===== src/rtl/checker_stream_arbiter.sv =====
// Round-robin arbiter that lends one cpu_checker to N_REQ record streams and returns tagged results.
// Optional stall timeout with forced record close: define CSA_TIMEOUT_EN.
module checker_stream_arbiter #(
  parameter int unsigned N_REQ     = 4,
  parameter int unsigned IDW       = 2,
  parameter logic [7:0]  IDLE_CHAR = 8'h00,
  parameter int unsigned TIMEOUT   = 16
) (
  input  logic               clk,
  input  logic               reset,
  input  logic [N_REQ-1:0]   req_valid,
  input  logic [8*N_REQ-1:0] req_char,
  output logic [N_REQ-1:0]   req_ready,
  output logic [7:0]         chk_char,
  input  logic [1:0]         chk_format,
  input  logic [3:0]         chk_error,
  output logic               res_valid,
  output logic [IDW-1:0]     res_id,
  output logic [1:0]         res_format,
  output logic [3:0]         res_error,
  output logic [7:0]         res_len,
  output logic               res_aborted,
  output logic               busy
);

  localparam logic [7:0] END_CHAR = 8'h23;

  typedef enum logic [1:0] {ST_IDLE, ST_FWD, ST_SAMPLE} state_t;

  state_t         state_q, state_d;
  logic [IDW-1:0] rr_ptr_q, rr_ptr_d;
  logic [IDW-1:0] grant_q, grant_d;
  logic [7:0]     len_q, len_d;
  logic           abort_q, abort_d;

  logic           res_valid_q, res_valid_d;
  logic [IDW-1:0] res_id_q, res_id_d;
  logic [1:0]     res_format_q, res_format_d;
  logic [3:0]     res_error_q, res_error_d;
  logic [7:0]     res_len_q, res_len_d;
  logic           res_aborted_q, res_aborted_d;

`ifdef CSA_TIMEOUT_EN
  localparam int unsigned SW = $clog2(TIMEOUT + 1);
  logic [SW-1:0]  stall_q, stall_d;
`endif

  logic [7:0]     cur_char;
  logic [7:0]     len_inc;
  logic [IDW-1:0] next_ptr;
  logic [IDW:0]   cand_sum;
  logic [IDW-1:0] cand;
  logic           found;

  assign cur_char = req_char[{grant_q, 3'b000} +: 8];
  assign len_inc  = (len_q == 8'hFF) ? len_q : len_q + 8'd1;
  assign next_ptr = (grant_q == IDW'(N_REQ - 1)) ? '0 : grant_q + IDW'(1);

  always_comb begin
    state_d       = state_q;
    rr_ptr_d      = rr_ptr_q;
    grant_d       = grant_q;
    len_d         = len_q;
    abort_d       = abort_q;
    res_valid_d   = 1'b0;
    res_id_d      = res_id_q;
    res_format_d  = res_format_q;
    res_error_d   = res_error_q;
    res_len_d     = res_len_q;
    res_aborted_d = res_aborted_q;
`ifdef CSA_TIMEOUT_EN
    stall_d       = stall_q;
`endif
    chk_char      = IDLE_CHAR;
    req_ready     = '0;
    cand_sum      = '0;
    cand          = '0;
    found         = 1'b0;

    case (state_q)
      ST_IDLE: begin
        // Scan starting at rr_ptr, wrapping modulo N_REQ (N_REQ need not be a power of two).
        for (int unsigned i = 0; i < N_REQ; i++) begin
          cand_sum = {1'b0, rr_ptr_q} + (IDW+1)'(i);
          if (cand_sum >= (IDW+1)'(N_REQ)) cand_sum = cand_sum - (IDW+1)'(N_REQ);
          cand = cand_sum[IDW-1:0];
          if (!found && req_valid[cand]) begin
            found   = 1'b1;
            grant_d = cand;
          end
        end
        if (found) begin
          state_d = ST_FWD;
          len_d   = '0;
          abort_d = 1'b0;
`ifdef CSA_TIMEOUT_EN
          stall_d = '0;
`endif
        end
      end
      ST_FWD: begin
        req_ready[grant_q] = 1'b1;
        if (req_valid[grant_q]) begin
          chk_char = cur_char;
          len_d    = len_inc;
`ifdef CSA_TIMEOUT_EN
          stall_d  = '0;
`endif
          if (cur_char == END_CHAR) begin
            state_d  = ST_SAMPLE;
            rr_ptr_d = next_ptr;
          end
        end else begin
          abort_d = 1'b1;
`ifdef CSA_TIMEOUT_EN
          // Close the checker's record ourselves so it stays in sync; the source is not popped.
          if (stall_q == SW'(TIMEOUT - 1)) begin
            chk_char  = END_CHAR;
            req_ready = '0;
            len_d     = len_inc;
            state_d   = ST_SAMPLE;
            rr_ptr_d  = next_ptr;
          end else begin
            stall_d = stall_q + SW'(1);
          end
`endif
        end
      end
      ST_SAMPLE: begin
        res_valid_d   = 1'b1;
        res_id_d      = grant_q;
        res_format_d  = abort_q ? 2'd0 : chk_format;
        res_error_d   = abort_q ? 4'd0 : chk_error;
        res_len_d     = len_q;
        res_aborted_d = abort_q;
        state_d       = ST_IDLE;
      end
      default: state_d = ST_IDLE;
    endcase
  end

  always_ff @(posedge clk) begin
    if (!reset) begin
      state_q       <= ST_IDLE;
      rr_ptr_q      <= '0;
      grant_q       <= '0;
      len_q         <= '0;
      abort_q       <= 1'b0;
      res_valid_q   <= 1'b0;
      res_id_q      <= '0;
      res_format_q  <= '0;
      res_error_q   <= '0;
      res_len_q     <= '0;
      res_aborted_q <= 1'b0;
`ifdef CSA_TIMEOUT_EN
      stall_q       <= '0;
`endif
    end else begin
      state_q       <= state_d;
      rr_ptr_q      <= rr_ptr_d;
      grant_q       <= grant_d;
      len_q         <= len_d;
      abort_q       <= abort_d;
      res_valid_q   <= res_valid_d;
      res_id_q      <= res_id_d;
      res_format_q  <= res_format_d;
      res_error_q   <= res_error_d;
      res_len_q     <= res_len_d;
      res_aborted_q <= res_aborted_d;
`ifdef CSA_TIMEOUT_EN
      stall_q       <= stall_d;
`endif
    end
  end

  assign res_valid   = res_valid_q;
  assign res_id      = res_id_q;
  assign res_format  = res_format_q;
  assign res_error   = res_error_q;
  assign res_len     = res_len_q;
  assign res_aborted = res_aborted_q;
  assign busy        = (state_q != ST_IDLE);

endmodule

===== config.mk =====
export PLATFORM = sky130hd
export DESIGN_NAME = checker_stream_arbiter
export DESIGN_NICKNAME = d
export VERILOG_FILES = /design/src/rtl/checker_stream_arbiter.sv
export SDC_FILE = /design/constraint.sdc
export NUM_CORES = 1
export LEC_CHECK = 0
export ABC_AREA = 0
export BUFFER_PORTS_ARGS = -buffer_cell sky130_fd_sc_hd__buf_2
export CAP_MARGIN = 20
export CORE_MARGIN = 3
export CORE_UTILIZATION = 52
export DETAILED_ROUTE_END_ITERATION = 8
export PLACE_DENSITY = 0.86
export SYNTH_ARGS = -nofsm -noshare
export SYNTH_HDL_FRONTEND = slang
export SYNTH_SLANG_ARGS = --single-unit

===== constraint.sdc =====
create_clock -name clk -period 5.1 [get_ports clk]
set_input_delay 0.255 -clock clk [delete_from_list [all_inputs] [get_ports clk]]
set_output_delay 0.255 -clock clk [all_outputs]
set_load 0.01 [all_outputs]

[After elaboration in Yosys (flattened, before gate mapping)]
Index checks and enable logic that the tools add are counted.
Cells by class
  bitwise logic cells: 0
  add/subtract/negate cells: 9
  order comparisons: 10
  reductions and logical operators: 16
  equality and inequality tests: 10
  multipliers: 0
  divide/modulo/power cells: 0
  shift-type cells: 1
  mux-type cells: 50
Operators with widths (count)
  8-bit two-way mux: 5
  2-bit two-way mux: 17
  32-bit by 6-bit indexed part select with 8-bit output: 1
  1-bit two-way mux: 17
  8-bit case mux with 2 select lines: 1
  2-bit by 3-bit < comparator with 1-bit output (second input constant): 5
  1-bit binary-select mux with 2-bit select: 5
  2-bit inequality test (second input constant): 5
  3-bit greater-or-equal comparator (second input constant): 3
  3-bit AND reduction: 3
  8-bit by 1-bit adder with 8-bit output (second input constant): 1
  8-bit by 6-bit == test with 1-bit output (second input constant): 1
  8-bit == test (second input constant): 1
  4-bit two-way mux: 2
  2-bit by 1-bit subtractor with 2-bit output (second input constant): 4
  2-bit by 2-bit adder with 3-bit output (second input constant): 2
  2-bit == test (second input constant): 2
  1-bit logical AND: 4
  2-bit case mux with 2 select lines: 1
  4-bit AND reduction: 1
  2-bit nonzero test: 2
  4-bit nonzero test: 1
  2-bit by 1-bit adder with 3-bit output (second input constant): 1
  2-bit by 3-bit greater-or-equal comparator with 1-bit output (second input constant): 1
  8 further kinds: 10
Word-level totals
  register bits: 33
  RAM bits: 0
  word-level logic and storage cells: 107
  output and inout bits: 31
  bits in latches: 0
  ROM bits: 0
  memories: 0

[Longest topological paths before layout]
  depth after elaboration: 21
  mapped depth: 6
  mapped depth without buffers: 5

[Worst setup path after synthesis]
Ideal clock, no wire load.
  kind: register to register
  start: register grant_q[0]
  end: register rr_ptr_q[0]
  slack: 3.212 ns
  stages on the path, launching flop included: 6
  setup time: 0.072 ns
  clock period less this slack: 1.888 ns
  arrival: 1.817 ns
  path buffers: 1
  cell sequence: dfxtp_1 > buf_6 > mux4_2 > nor4b_4 > and3b_4 > mux2i_1
On the way
  longest elaborated chain between the ends: 3
  elaborated cells on any way between the ends: 8
  classes of those cells: add/sub: 1; eq/ne: 2; shift: 1; mux: 3; reduce/logical: 1
RTL lines
  from (decl): line 32  | logic [IDW-1:0] grant_q, grant_d;
  from (signal assigned): line 161  | grant_q <= grant_d;
  32-bit by 6-bit indexed part select with 8-bit output / 1-bit binary-select mux with 2-bit select (equally long branches): line 55, 103
  8-bit by 6-bit == test with 1-bit output / 1-bit two-way mux (equally long branches): line 109, 103
  3-bit AND reduction (no line)
  to (signal assigned): line 160  | rr_ptr_q <= rr_ptr_d;
  to (decl): line 31  | logic [IDW-1:0] rr_ptr_q, rr_ptr_d;
Parallel ways exist; a longest one is shown, timed or not. The select of a mux whose other input is x is not followed.
A chain may end at the register's enable or synchronous reset.

[Final worst setup path]
  start: register grant_q[0]
  end: output port chk_char[6]
On the way
  longest elaborated chain between the ends: 4
  elaborated cells on any way between the ends: 5
  classes of those cells: shift: 1; mux: 4
RTL lines
  branches (longest 2 deep; another with 32-bit by 6-bit indexed part select with 8-bit output)
  8-bit two-way mux (*): line 103  | if (req_valid[grant_q]) begin
  8-bit two-way mux (*): line 80  | case (state_q)
  to (decl): line 14  | output logic [7:0] chk_char,
Mark *: on every way between the ends. The select of a mux whose other input is x is not followed.

==> results.cfg <==
[synth]
syn_nets = 264
synth_edf_count = 0
postSynthCellCount = 215
synth_area_per_cell_um2 = 8.98
yosysWarnings = 0
synth_area_leaders = dfxtp_1 34%, nand2_1 9.7%, mux4_1 8.2%, a21boi_0 7.4%, mux4_2 3.5%
syn_area_um2 = 1930
synth_cell_types = 41
yosys.area.top_type_share = 0.342
synth-seq-cells = 33
synth_top_cell_by_area = dfxtp_1
ys.flop_type = dfxtp_1
yosysSeqAreaShare = 0.342
async_flop_share = 0

[timing]
setup_viol = 0
worst_pin_slew_ps = 886
slew_headroom = 0.408
fin_crit_sh = 0.508
period_needed_ps = 2590
finalSetupTns_ps = 0
hold_viol = 0
finalMaxSlewViolations = 0
rsz0062_at_grt = false
fmax_mhz = 386
clock_skew_ps = 8.93

[clocking]
cts_sinks = 33
postCtsHoldBufs = 0
htreeDepth = 2
tritoncts = yes
clk_latency_ps = 290
cts-root-buf = clkbuf_8
ctsLongestPathBuffers = 2
post_cts_buffers = 0
post_cts_resized = 0
clk_pin_slew_ps = 60
cts_buffers = 5

[setup_path]
cp.arrival_ps = 2330
crit_required_ps = 4850
crit_type = reg -> out
worst_setup_path_end_kind = output pin
crit_fanout = 15
start_kind = flop

[floorplan]
die_w_um = 66.9
fp.coreArea_um2 = 3440
io_pins = 75
start_util = 0.561
rows = 21
die_h_um = 66.9
design.die.area_um2 = 4480

[layout]
drive_above_1_share = 0.345
diodes = 0
final_cell_mix = 74 x buf_2, 50 x nand2_1, 33 x dfxtp_1
nets = 332
fin_util = 0.698
final_common_cell = buf_2
syn_to_final_growth_pct = 24.5

[route]
dr_total_vias = 1856
detail-route-antenna-nets = 0
drtIter0Drc = 207
routed_wl_mm = 4.91
vias_per_cell = 5.62
dr.pass1.iters = 4
wl_per_cell_um = 14.9
drcViolationCount = 0

[global_route]
overflow = 0
grt_antenna_before_repair = 0
grt_pass1_wl_mm = 7.64
grt_pass1_vias = 1734
grt_max_degree = 37
grt_use_total = 0.227

[job]
drv_cap = 0

[power_and_ir_drop]
seqPwrFrac = 0.446
leakagePower_uw = 0.00104
p_clk_frac = 0.420
sw_frac_of_total = 0.232
p_switching_uw = 140
combPwrFrac = 0.134
p_int_uw = 462
vdd_drop_max_uv = 191
p_per_area_nw_per_um2 = 250

[run_status]
status = finished clean

[worst_hold_path]
hold_path_class = in -> reg

[placed_design]
gp_congestion = 0.864
io_buffers = 74
place_hpwl_mm = 3.64
## area by class of cell
type                       instances  area (um2)
multi-input combinational        164        1180
fill                             284        1040
sequential                        33         661
timing repair buffer              75         378
clock buffer                       7        86.3
tap                               46        57.6
clock inverter                     1        30.0
inverter                           4        15.0
## metal layers
metal / global-route usage / up-vias / part of all wire
li1: - / 905 / -
met1: 0.247 / 885 / 0.38
met2: 0.406 / 51 / 0.55
met3: 0.0658 / 15 / 0.044
met4: 0.0987 / 0 / 0.026
met5: 0 / - / 0
## cells in the mapped netlist, types with 3 or more instances
library cell   n
ha_1           5
nor2_1         9
dfxtp_1       33
nor3_1         3
o21ai_0        7
mux4_2         3
inv_1          4
a21oi_1        3
and2_1         6
and3_1         8
or2_2          3
clkbuf_1       8
a21boi_0      19
mux2i_1        3
mux4_1         6
nand3b_1       6
buf_2          3
o221a_2        6
nor2b_1        6
nand2_1       50
nand3_1        4
## sequential cells by signal, summed over array words and instances (netlist names)
signal       cells
len_q            8
res_valid        1
res_format       2
state_q          2
res_aborted      1
rr_ptr_q         2
abort_q          1
res_len          8
res_error        4
res_id           2
grant_q          2
## worst paths after layout
| check | startpoint | endpoint | slack, ps | cells past startpoint |
|---|---|---|---|---|
| min reg2reg | res_format[1] | res_format[1] | 460 | 2 |
| min | chk_error[0] | res_error[0] | 240 | 3 |
| max | grant_q[0] | chk_char[6] | 2510 | 3 |
| max reg2reg | grant_q[0] | len_q[2] | 2580 | 4 |
## metrics by stage
step / power, uW / hold slack (ps) / area, um2 / cells / setup slack (ps)
finish: 602 / 244 / 2400 / 330 / 2510
global route: 626 / 257 / 2400 / 330 / 2390
CTS: 602 / 246 / 2400 / 329 / 2510
detailed placement: 355 / 456 / 2280 / 321 / 2580
global placement: 351 / 448 / 2280 / 321 / 2700
floorplan: 325 / 425 / 1930 / 215 / 3210
## logic make-up (layout without fill, tap and decap cells)
kind of cell / Yosys count / count (layout) / synth area share
buffers and inverters: 18 / 87 / 0.0486
flip-flops: 33 / 33 / 0.342
AO/OA/AOI/OAI: 44 / 44 / 0.172
multiplexers: 12 / 12 / 0.132
adder cells (fa/ha/maj): 5 / 5 / 0.0324
AND/OR/NAND/NOR: 103 / 103 / 0.273
## critical path, cell delays in order, from the launching register on
cell,delay [ps]
dfxtp_1,760
mux4_1,850
and3_2,310
buf_2,140
## power groups by stage
| stage | logic [uW] | clock network (uW) | registers, uW |
|---|---|---|---|
| global route | 88.1 | 269 | 269 |
| floorplan | 55.5 | 0 | 269 |
| finish | 80.9 | 253 | 269 |
| detailed placement | 80.4 | 0 | 274 |
| global placement | 77.1 | 0 | 274 |
| CTS | 81.0 | 253 | 269 |
Note: power is estimated with default switching activity, not from simulation.
